$ cat src/rtl/wide_arith_seq_if.sv
// Bus bundle for the 16-bit add/subtract sequencer: request side,
// 8-bit ALU drive/return side and result side.
//
// Handshake: Start is a request that is accepted only while Busy is low
// (the sequencer is idle). Nothing queues, so a request made while Busy
// is high is dropped. The operands must be valid in the accepting cycle.
// Done is a one-cycle valid strobe. Result and the flags are valid while
// Done is high and stay held until the next accepted Start.
interface wide_arith_seq_if;
  logic        Start;
  logic        OpSub;
  logic [15:0] OpA;
  logic [15:0] OpB;
  logic [7:0]  AluA;
  logic [7:0]  AluB;
  logic        AluOp;
  logic [7:0]  AluOut;
  logic        AluLT;
  logic        Busy;
  logic        Done;
  logic [15:0] Result;
  logic        ZeroOut;
  logic        LTOut;
  logic        CarryOut;

  // Sequencer side
  modport slave (
    input  Start, OpSub, OpA, OpB, AluOut, AluLT,
    output AluA, AluB, AluOp, Busy, Done, Result, ZeroOut, LTOut, CarryOut
  );

  // Control unit / ALU side
  modport master (
    output Start, OpSub, OpA, OpB, AluOut, AluLT,
    input  AluA, AluB, AluOp, Busy, Done, Result, ZeroOut, LTOut, CarryOut
  );
endinterface

$ cat src/rtl/wide_arith_seq.sv
// 16-bit add/subtract built from byte passes through an external 8-bit ALU.
// Pass order: low byte, high byte, then an optional carry-correction pass
// that folds the low-byte carry/borrow into the high byte.
module wide_arith_seq #(
  parameter bit SKIP_CARRY_PASS = 1'b1
) (
  input  logic                  Clk,
  input  logic                  Reset,
  wide_arith_seq_if.slave       bus,
  output logic [2:0]            dbg_state
);

  typedef enum logic [2:0] {
    S_IDLE  = 3'd0,
    S_LO    = 3'd1,
    S_HI    = 3'd2,
    S_CARRY = 3'd3,
    S_DONE  = 3'd4
  } state_t;

  state_t      state;
  state_t      state_nxt;

  // Operands captured with Start
  logic [15:0] a_q;
  logic [15:0] b_q;
  logic        sub_q;

  // Per-pass intermediate results
  logic [7:0]  res_lo;
  logic [7:0]  tmp_hi;
  logic        c_lo;
  logic        c_hi;

  // Registered outputs
  logic [15:0] result_q;
  logic        zero_q;
  logic        lt_q;
  logic        carry_q;

  // Combinational helpers
  logic        lo_carry;
  logic        hi_carry;
  logic        extra_carry;
  logic        need_carry;
  logic [15:0] wide_res;

  // Carry/borrow of the byte pass currently in the ALU. For an add, an
  // unsigned wrap shows up as a sum smaller than operand A; for a subtract
  // the ALU's LT flag is the borrow directly.
  assign lo_carry    = sub_q ? bus.AluLT : (bus.AluOut < a_q[7:0]);
  assign hi_carry    = sub_q ? bus.AluLT : (bus.AluOut < a_q[15:8]);

  // The correction pass can itself wrap the high byte: +1 on 0xFF or
  // -1 on 0x00.
  assign extra_carry = c_lo & (sub_q ? (tmp_hi == 8'h00) : (tmp_hi == 8'hFF));

  assign need_carry  = c_lo | (SKIP_CARRY_PASS == 1'b0);

  // Result candidate formed from the current ALU output and the low byte
  assign wide_res    = {bus.AluOut, res_lo};

  assign dbg_state   = state;

  assign bus.Result   = result_q;
  assign bus.ZeroOut  = zero_q;
  assign bus.LTOut    = lt_q;
  assign bus.CarryOut = carry_q;

  // State register
  always_ff @(posedge Clk) begin
    if (Reset) begin
      state <= S_IDLE;
    end else begin
      state <= state_nxt;
    end
  end

  // Next-state logic: fixed pass order, CARRY pass only when needed
  always_comb begin
    state_nxt = state;
    case (state)
      S_IDLE:  state_nxt = bus.Start ? S_LO : S_IDLE;
      S_LO:    state_nxt = S_HI;
      S_HI:    state_nxt = need_carry ? S_CARRY : S_DONE;
      S_CARRY: state_nxt = S_DONE;
      S_DONE:  state_nxt = S_IDLE;
      default: state_nxt = S_IDLE;
    endcase
  end

  // Output logic: ALU drive per pass, Busy and the Done strobe
  always_comb begin
    bus.AluA  = 8'h00;
    bus.AluB  = 8'h00;
    bus.AluOp = 1'b0;
    bus.Busy  = 1'b1;
    bus.Done  = 1'b0;
    case (state)
      S_IDLE: begin
        bus.Busy = 1'b0;
      end
      S_LO: begin
        bus.AluA  = a_q[7:0];
        bus.AluB  = b_q[7:0];
        bus.AluOp = sub_q;
      end
      S_HI: begin
        bus.AluA  = a_q[15:8];
        bus.AluB  = b_q[15:8];
        bus.AluOp = sub_q;
      end
      S_CARRY: begin
        bus.AluA  = tmp_hi;
        bus.AluB  = {7'b0, c_lo};
        bus.AluOp = sub_q;
      end
      S_DONE: begin
        bus.Done = 1'b1;
      end
      default: begin
        bus.Busy = 1'b0;
      end
    endcase
  end

  // Datapath: operand capture, per-pass results and registered outputs
  always_ff @(posedge Clk) begin
    if (Reset) begin
      a_q      <= 16'h0000;
      b_q      <= 16'h0000;
      sub_q    <= 1'b0;
      res_lo   <= 8'h00;
      tmp_hi   <= 8'h00;
      c_lo     <= 1'b0;
      c_hi     <= 1'b0;
      result_q <= 16'h0000;
      zero_q   <= 1'b0;
      lt_q     <= 1'b0;
      carry_q  <= 1'b0;
    end else begin
      case (state)
        S_IDLE: begin
          if (bus.Start) begin
            a_q   <= bus.OpA;
            b_q   <= bus.OpB;
            sub_q <= bus.OpSub;
          end
        end
        S_LO: begin
          res_lo <= bus.AluOut;
          c_lo   <= lo_carry;
        end
        S_HI: begin
          tmp_hi <= bus.AluOut;
          c_hi   <= hi_carry;
          if (!need_carry) begin
            result_q <= wide_res;
            zero_q   <= (wide_res == 16'h0000);
            lt_q     <= (a_q < b_q);
            carry_q  <= hi_carry;
          end
        end
        S_CARRY: begin
          result_q <= wide_res;
          zero_q   <= (wide_res == 16'h0000);
          lt_q     <= (a_q < b_q);
          carry_q  <= c_hi | extra_carry;
        end
        default: begin
        end
      endcase
    end
  end

endmodule

$ cat src/flat_wrapper.sv
// flat-port wrapper written by rule: the top's interface ports become plain ports
module wide_arith_seq_flat 
#(
  parameter bit SKIP_CARRY_PASS = 1'b1
)
  (Clk, Reset, dbg_state, bus_Start, bus_OpSub, bus_OpA, bus_OpB, bus_AluOut, bus_AluLT, bus_AluA, bus_AluB, bus_AluOp, bus_Busy, bus_Done, bus_Result, bus_ZeroOut, bus_LTOut, bus_CarryOut);
  wide_arith_seq_if bus_i ();
  input  logic Clk;
  input  logic Reset;
  output logic [2:0] dbg_state;
  input wire logic [$bits(bus_i.Start)-1:0] bus_Start;
  input wire logic [$bits(bus_i.OpSub)-1:0] bus_OpSub;
  input wire logic [$bits(bus_i.OpA)-1:0] bus_OpA;
  input wire logic [$bits(bus_i.OpB)-1:0] bus_OpB;
  input wire logic [$bits(bus_i.AluOut)-1:0] bus_AluOut;
  input wire logic [$bits(bus_i.AluLT)-1:0] bus_AluLT;
  output wire logic [$bits(bus_i.AluA)-1:0] bus_AluA;
  output wire logic [$bits(bus_i.AluB)-1:0] bus_AluB;
  output wire logic [$bits(bus_i.AluOp)-1:0] bus_AluOp;
  output wire logic [$bits(bus_i.Busy)-1:0] bus_Busy;
  output wire logic [$bits(bus_i.Done)-1:0] bus_Done;
  output wire logic [$bits(bus_i.Result)-1:0] bus_Result;
  output wire logic [$bits(bus_i.ZeroOut)-1:0] bus_ZeroOut;
  output wire logic [$bits(bus_i.LTOut)-1:0] bus_LTOut;
  output wire logic [$bits(bus_i.CarryOut)-1:0] bus_CarryOut;
  assign bus_i.Start = bus_Start;
  assign bus_i.OpSub = bus_OpSub;
  assign bus_i.OpA = bus_OpA;
  assign bus_i.OpB = bus_OpB;
  assign bus_i.AluOut = bus_AluOut;
  assign bus_i.AluLT = bus_AluLT;
  assign bus_AluA = bus_i.AluA;
  assign bus_AluB = bus_i.AluB;
  assign bus_AluOp = bus_i.AluOp;
  assign bus_Busy = bus_i.Busy;
  assign bus_Done = bus_i.Done;
  assign bus_Result = bus_i.Result;
  assign bus_ZeroOut = bus_i.ZeroOut;
  assign bus_LTOut = bus_i.LTOut;
  assign bus_CarryOut = bus_i.CarryOut;
  wide_arith_seq #(.SKIP_CARRY_PASS(SKIP_CARRY_PASS)) u_core (.Clk(Clk), .Reset(Reset), .bus(bus_i), .dbg_state(dbg_state));
endmodule
$ cat config.mk
export PLATFORM = sky130hd
export DESIGN_NAME = wide_arith_seq_flat
export DESIGN_NICKNAME = d
export VERILOG_FILES = /design/src/rtl/wide_arith_seq_if.sv /design/src/rtl/wide_arith_seq.sv /design/src/flat_wrapper.sv
export SDC_FILE = /design/constraint.sdc
export NUM_CORES = 1
export LEC_CHECK = 0
export ABC_CLOCK_PERIOD_IN_PS = 1650
export CAP_MARGIN = 30
export CORE_AREA = 3 3 94 96
export DETAILED_ROUTE_END_ITERATION = 7
export DIE_AREA = 0 0 97 99
export PLACE_DENSITY_LB_ADDON = 0.3
export SLEW_MARGIN = 20
export SYNTH_ARGS = -nofsm -noshare
export SYNTH_HDL_FRONTEND = slang
export SYNTH_SLANG_ARGS = --single-unit
$ cat constraint.sdc
create_clock -name Clk -period 1.65 [get_ports Clk]
set_input_delay 0.2475 -clock Clk [delete_from_list [all_inputs] [get_ports Clk]]
set_output_delay 0.2475 -clock Clk [all_outputs]
set_load 0.03 [all_outputs]
==> impl_results.md <==
- Setup Crit Path Kind: reg -> out
- Largest family of logic cells by synthesized area: simple AND/OR/NAND/NOR gates
- Most frequent cells in the layout: nand2_1, a21oi_1, dfxtp_1
- Final-report hold violation count: 0
- Most common cell after layout, fill and taps aside: nand2_1
- Outcome: complete, but fails checks
- Final min period: 1797 ps
- CTS Hold Bufs: 0
- Final setup fails: 19
- Peak supply drop: 505.4 µV
- Final std cells w/o fill: 716
- Die Footprint: 9603 µm²
- Clk_lat worst skew: 350 ps
- Max-slew violation count: 0
- Simple-Gate Fraction of Synth Area: 0.2448
- CTS buffer count: 9
- First-pass GRT wire length: 19550 µm
- Layout overhead on the synthesized area: 54.72%
- Upper clock frequency limit: 556.6 MHz
- R2r startpoint: u_core.b_q[13]
- Synth Area in XOR/XNOR: 0.002410
- Critical path origin: u_core.dbg_state[0]
- Worst slew margin: 0.6079
- Crit end category: primary output
- Pwr per Cell Area: 790.7 nW/µm²
- CP delay by family, top: flip-flops
- Crit path top cell by count: buf_6
- Syn Nets: 560
- Critical path buffer and inverter count: 2
- Number of antenna cells inserted: 0
- GPL Wtd Cong: 0.9468
- Antenna viol nets, final: 0
- Drt drc: 0
- Worst Setup Start Kind: flop
- Mux contribution to synthesized area: 0.005854
- HP Class: in -> reg
- Worst-path cell chain: nor2b_4, buf_6, a22oi_2, nor2_2, buf_6
- Share of cells above drive strength 1: 0.2619
- Unrepaired setup endpoints after global routing: yes
- Sequential area share after synthesis: 0.4022
- First-iteration detailed-routing DRC count: 264
- Total length of routed wires: 12530 µm
- Post-synthesis cell type count: 40
- Detailed placement HPWL: 8538 µm
- Synth Flop Type: dfxtp_1
- Buffers added on ports: 85
- Rows: 33
- CP max FO: 8
- Area fraction in compound gates after synthesis: 0.1839
- Vias in the first global route: 3926
- Worst EP required: 1400 ps
- CTS H-tree lvls: 3
- Detailed Routing Iterations Pass 1: 5
- CTS clk-pin slew, worst paths: 80 ps
- I/O pins: 86
- Setup WS post-layout: -146.6 ps
- Via count: 4012
- Largest net degree at the start of global routing: 76
- Cell Area, Synth: 3633 µm²
- Final nets: 681
- Skew final: 4.760 ps
- Leak: 0.002129 µW
- Avg Vias per Cell: 5.603
- Max stage delay on crit path: 410 ps
- Number of synthesized flops with an enable pin: 0
- Root Buffer: clkbuf_8
- WL/cell: 17.50 µm
- CTS sink cnt: 73
- Crit share post-route: 1.089
- Maximum clock path buffer count: 2
- Global Route Usage Sum: 0.2562
- Synth Area in Adders: 0.09986
- Ys Warns: 0
- Crit path depth: 5
- Synth Register Bits: 73
- Ys async rst share: 0
- Inst Count DP: 690
- Hold path start: Reset
- Initial Utilization: 0.4467
- Pin slew with the least headroom to its limit: 582.8 ps
- Mapped Avg Cell Area: 7.476 µm²
- Chip height: 99 µm
- Die Width: 97 µm
- Failing checks: setup timing
- Slowest CP cell: dfxtp_4
- Core area: 8134 µm²
- Data arrival, critical path: 1550 ps
- R2R cell count: 6
- WHS Path Cells: 3
- Antenna violations before repair: 0
- Max-cap violations: 0
- Post-synthesis cell count: 486
- CTS tree: done
- GR Overflow Total: 0
- Setup TNS: -2187 ps
-- per-layer routing --
layer  GRT usage  vias up  part of all wire
li1            -     1895                 -
met1      0.2988     1920              0.40
met2      0.4554      169              0.50
met3     0.05520       28             0.075
met4      0.1058        0             0.022
met5           0        -                 0
-- per-stage QoR --
stage	setup slack [ps]	hold slack, ps	utilization	area, µm²	power [µW]
3_3_place_gp	-378.4	441.6	0.6107	4967	2873
3_5_place_dp	-503.2	446.5	0.6107	4967	2907
2_1_floorplan	1.971	337.2	-	3780	2468
6_report	-146.6	261.7	0.6911	5622	4445
4_1_cts	-138.5	279.5	0.6748	5489	4375
5_1_grt	-177.5	271.2	0.6911	5622	4616
-- timing repair --
| item | 4_1_cts | 5_1_grt |
|---|---|---|
| pin swaps | 14 | 19 |
| resized for setup | 70 | 32 |
| gates cloned | 2 | 0 |
| buffers inserted | 8 | 1 |
| setup endpoints to repair | 24 | 25 |
-- power breakdown --
| group | internal (µW) | switching [µW] |
|---|---|---|
| registers | 1850 | 83.1 |
| clock network | 683 | 697 |
| logic | 526 | 605 |
-- final timing paths --
check                               to  slack (ps)
hold / removal        u_core.bus.LTOut         260
hold reg to reg   u_core.bus.Result[2]         460
setup / recovery           bus_AluA[5]        -150
setup reg to reg      u_core.bus.LTOut         -90
-- worst min-delay path, cell delays in order --
cell and delay (ps):
buf_2 120, or4_4 140, o31ai_2 60
-- logic make-up after synthesis --
family	Yosys count
compound gates	117
xor+xnor	1
fa+ha+maj	29
buf+inv	58
flops	73
mux	2
simple gates	206
-- cells in the mapped netlist, types with 2 or more instances --
cell / n / share of area
dfxtp_1: 73 / 0.40
a22oi_1: 9 / 0.019
and3_1: 2 / 0.0034
clkbuf_1: 22 / 0.023
nand2b_1: 5 / 0.0086
nand3b_1: 3 / 0.0062
nand2_1: 147 / 0.15
a21oi_1: 72 / 0.099
nand3_1: 3 / 0.0041
and2_1: 2 / 0.0034
nor2b_1: 2 / 0.0034
nand4_1: 5 / 0.0086
inv_1: 31 / 0.032
nor2_1: 16 / 0.017
o21ai_0: 12 / 0.017
o22ai_1: 8 / 0.014
o21a_1: 3 / 0.0062
ha_1: 29 / 0.10
nor3_1: 4 / 0.0055
nor4_1: 8 / 0.014
o31ai_1: 2 / 0.0041
buf_2: 3 / 0.0041
a211oi_1: 3 / 0.0062
a2111oi_0: 5 / 0.012
buf_1: 2 / 0.0021
-- flip-flops by register name (all words and copies together), names as in the netlist --
name / cells
u_core.tmp_hi: 8
u_core.res_lo: 8
u_core.bus.Result: 16
u_core.c_hi: 1
u_core.c_lo: 1
u_core.bus.LTOut: 1
u_core.b_q: 16
u_core.a_q: 16
u_core.bus.CarryOut: 1
u_core.bus.ZeroOut: 1
u_core.dbg_state: 3
u_core.sub_q: 1
-- cell type report --
type,count,area (µm²)
well taps,105,131.4
repair buffers,137,1361
clock buffers,9,123.9
multi-input cells,355,2337
fillers,635,2512
inverters,31,121.4
clock inverters,6,58.81
flip-flops and latches,73,1488
(Power assumes the default switching activity.)
==> edit 1, RTL diff (same flow settings) <==
Put one more register stage on the output `dbg_state`, without a reset. The value now appears one clock later. The other outputs are not delayed to match.
--- a/src/rtl/wide_arith_seq.sv
+++ b/src/rtl/wide_arith_seq.sv
@@ -61,5 +61,7 @@
   assign wide_res    = {bus.AluOut, res_lo};
 
-  assign dbg_state   = state;
+  always_ff @(posedge Clk) begin
+    dbg_state <= state;
+  end
 
   assign bus.Result   = result_q;
Function: changed (Yosys sat finds a counterexample within 4 cycles, from zero or initial values and one cycle with Reset high).
==> edit 1 against the original RTL <==
The flow still finishes with violations (negative setup slack). Wire length decreased by 7.6%. Setup slack improved by 0.029 ns. Cell area increased by 3.3%. Critical path depth increased by 1. Sequential power increased by 4%. Count of clock-buffer cells in the layout increased by 2. Sequential cell count increased by 3. Clock skew increased by 0.0074 ns. Non-clock buffer count increased by 8. Synthesized area increased by 1.7%. Power increased by 3.4%. Largest cell class unchanged.
==> edit 1: results <==
export IMPL_seq_area_frac_synth_pct=41.2
export IMPL_setup_slack_ns=-0.117
export IMPL_pre_cts_ws_ns=-0.415
export IMPL_r2r_slack_ns=0.01
export IMPL_cp_slowest_cell="dfxtp_2"
export IMPL_grt_pass1_vias=3807
export IMPL_synth_compound_area_share_pct=18.1
export IMPL_vias=3912
export IMPL_syn_avg_cell_area_sq_um=7.56
export IMPL_drt_iter0_drc=282
export IMPL_nNonClkBuffers=145
export IMPL_power_share_combinational_pct=24.6
export IMPL_num_clock_buffers=11
export IMPL_multi_input_area_share_pct=40.5
export IMPL_timing_setup_tns_ns=-1.52
export IMPL_routed_wl_um=11600
export IMPL_grt_first_pass_wirelength_um=18700
export IMPL_viasPerCell=5.37
export IMPL_yosys_top_cells_area="dfxtp_1 41%, nand2_1 15%, ha_1 9.8%"
export IMPL_syn_num_nets=563
export IMPL_finalSetupViolCount=18
export IMPL_vdd_drop_max_uv=409
export IMPL_place_congestion=0.975
export IMPL_cts_setup_buffers=12
export IMPL_violations="negative setup slack"
export IMPL_p_leak_uw=0.00233
export IMPL_setup_worst_path_start="u_core.state[1]"
export IMPL_drive_gt1_share_pct=28.1
export IMPL_synth_commonest_cells="147 x nand2_1, 76 x dfxtp_1, 72 x a21oi_1"
export IMPL_ys_seq_elements=76
export IMPL_place_hpwl_um=8320
export IMPL_cpPeakStageDelay_ns=0.35
export IMPL_status="complete, but fails checks"
export IMPL_crit_end="bus_AluB[5]"
export IMPL_crit_family="buffers and inverters"
export IMPL_clkCellAreaFrac_pct=3.47
## edit 1: cell count changes in the layout (fill, tap and decap cells not counted), sizes merged
cell           unedited run  this run
buf                      72        79
clkbuf                    9        12
clkdlybuf4s15             1         0
clkdlybuf4s50            57        54
clkinv                    3         2
dfxtp                    73        76
dlygate4sd2               3         1
dlymetal6s2s              4        10
## edit 1: layer usage
layer | part of all wire, % | vias to the layer above | GRT usage [%]
met3 | 5.2 | 30 | 4.10
met5 | 0 | - | 0
met2 | 50 | 125 | 40.8
met1 | 43 | 1830 | 30.4
met4 | 2.3 | 0 | 10.5
li1 | - | 1927 | -
## edit 1: how the worst min path moves through the flow
stage	depth (start not counted)	end	slack (ns)	from
after floorplan	1	u_core.bus.CarryOut	0.34	Reset
after global placement	0	u_core.dbg_state[0]	0.44	u_core.state[0]
after detailed placement	0	u_core.dbg_state[0]	0.44	u_core.state[0]
after CTS	3	u_core.bus.LTOut	0.27	Reset
after global routing	3	u_core.bus.LTOut	0.28	Reset
final	3	u_core.bus.LTOut	0.29	Reset
==> edit 2, RTL diff (same settings) <==
Made on the original files. `SKIP_CARRY_PASS` is set to 1'b1 in 2 places; all go to 1'b0.
--- a/src/rtl/wide_arith_seq.sv
+++ b/src/rtl/wide_arith_seq.sv
@@ -3,5 +3,5 @@
 // that folds the low-byte carry/borrow into the high byte.
 module wide_arith_seq #(
-  parameter bit SKIP_CARRY_PASS = 1'b1
+  parameter bit SKIP_CARRY_PASS = 1'b0
 ) (
   input  logic                  Clk,
--- a/src/flat_wrapper.sv
+++ b/src/flat_wrapper.sv
@@ -2,5 +2,5 @@
 module wide_arith_seq_flat 
 #(
-  parameter bit SKIP_CARRY_PASS = 1'b1
+  parameter bit SKIP_CARRY_PASS = 1'b0
 )
   (Clk, Reset, dbg_state, bus_Start, bus_OpSub, bus_OpA, bus_OpB, bus_AluOut, bus_AluLT, bus_AluA, bus_AluB, bus_AluOp, bus_Busy, bus_Done, bus_Result, bus_ZeroOut, bus_LTOut, bus_CarryOut);
Check against the original RTL: not equivalent (Yosys sat finds a counterexample within 4 cycles, from zero or initial values and one cycle with Reset high).
==> edit 2 against the original RTL <==
The run still ends with negative setup slack left. Non-clock buffer count is 1 lower. Cell area shrank 3.8%. Wire length shrank 8.9%. Critical path depth decreased by 2. Clock skew grew 0.0036 ns. Power is 6.8% higher. Via count fell by 8.0%. Sequential cell count is the same. Clock power up 9%. Hold slack better by 0.076 ns. Synthesized area rose by 0.72%. Sequential share of layout area grew 0.93 points. Setup slack got worse by 0.011 ns. Die area unchanged. Critical endpoint is now bus_AluB[5]. Highest routed layer unchanged.
==> edit 2: results <==
export IMPL_cp_slowest_cell="or3b_4"
export IMPL_grt_first_pass_wirelength_um=18300
export IMPL_viasPerCell=5.22
export IMPL_r2r_start="u_core.a_q[10]"
export IMPL_switching_power_uw=1560
export IMPL_syn_num_nets=553
export IMPL_clk_power_uw=1500
export IMPL_crit_end="bus_AluB[5]"
export IMPL_vdd_drop_max_uv=461
export IMPL_place_hpwl_um=8560
export IMPL_grt_max_degree=74
export IMPL_postPlaceCellArea_sq_um=4970
export IMPL_pre_cts_ws_ns=-0.384
export IMPL_dr_pass1_iters=6
export IMPL_synth_compound_area_share_pct=18.9
export IMPL_worstHoldEndpoint="u_core.bus.LTOut"
export IMPL_yosys_area_share_xor_xnor_pct=0.479
export IMPL_fin_nets=671
export IMPL_setup_slack_ns=-0.157
export IMPL_violations="negative setup slack"
export IMPL_synth_commonest_cells="143 x nand2_1, 73 x dfxtp_1, 70 x a21oi_1"
export IMPL_wl_per_cell_um=16.1
export IMPL_hold_ws_ns=0.338
export IMPL_synth_adder_area_share_pct=9.91
export IMPL_antenna_found_initial=0
export IMPL_finalSetupViolCount=18
export IMPL_power_density_nw_per_um2=878
export IMPL_syn_avg_cell_area_sq_um=7.64
export IMPL_synthCells=479
export IMPL_timing_setup_tns_ns=-1.97
export IMPL_drt_iter0_drc=135
export IMPL_seq_area_frac_synth_pct=39.9
export IMPL_yosys_top_cells_area="dfxtp_1 40%, nand2_1 15%, ha_1 9.9%"
export IMPL_crit_family="simple AND/OR/NAND/NOR gates"
export IMPL_pg_seq_uw=1980
export IMPL_path_max_fanout=8
export IMPL_status="complete, but fails checks"
export IMPL_holdPathStages=4
export IMPL_r2r_slack_ns=0.03
export IMPL_p_leak_uw=0.00224
export IMPL_rr_endpoint="u_core.c_hi"
export IMPL_dp_cells=687
export IMPL_grt_pass1_vias=3584
==> edit 2: changes by cell type after synthesis, moves of 3 or more <==
| cell | unedited run | this run |
|---|---|---|
| o211ai_1 | 0 | 3 |
| a2111oi_0 | 5 | 1 |
| nand3_1 | 3 | 0 |
| buf_2 | 3 | 16 |
| nand2_1 | 147 | 143 |
| a211o_1 | 0 | 3 |
| clkbuf_1 | 22 | 13 |
==> edit 2: per-layer routing <==
layer	part of all wire, %	GRT usage (%)
met3	4.6	4.53
met4	2.9	9.83
met5	0	0
met2	51	42.4
met1	42	28.4
==> edit 2: area by class of cell <==
type                            count  area [sq um]
Clock buffer                        9           124
Clock inverter                      7          85.1
Fill cell                         690          2730
Inverter                           29           109
Multi-Input combinational cell    348          2200
Sequential cell                    73          1480
Tap cell                          105           131
Timing Repair Buffer              136          1280
==> edit 2: what timing repair did <==
action / in CTS / in global routing
setup buffers: 5 / 0
gates cloned: 0 / 0
pin swaps: 12 / 19
setup endpoints to repair: 27 / 29
gates resized for setup: 51 / 38
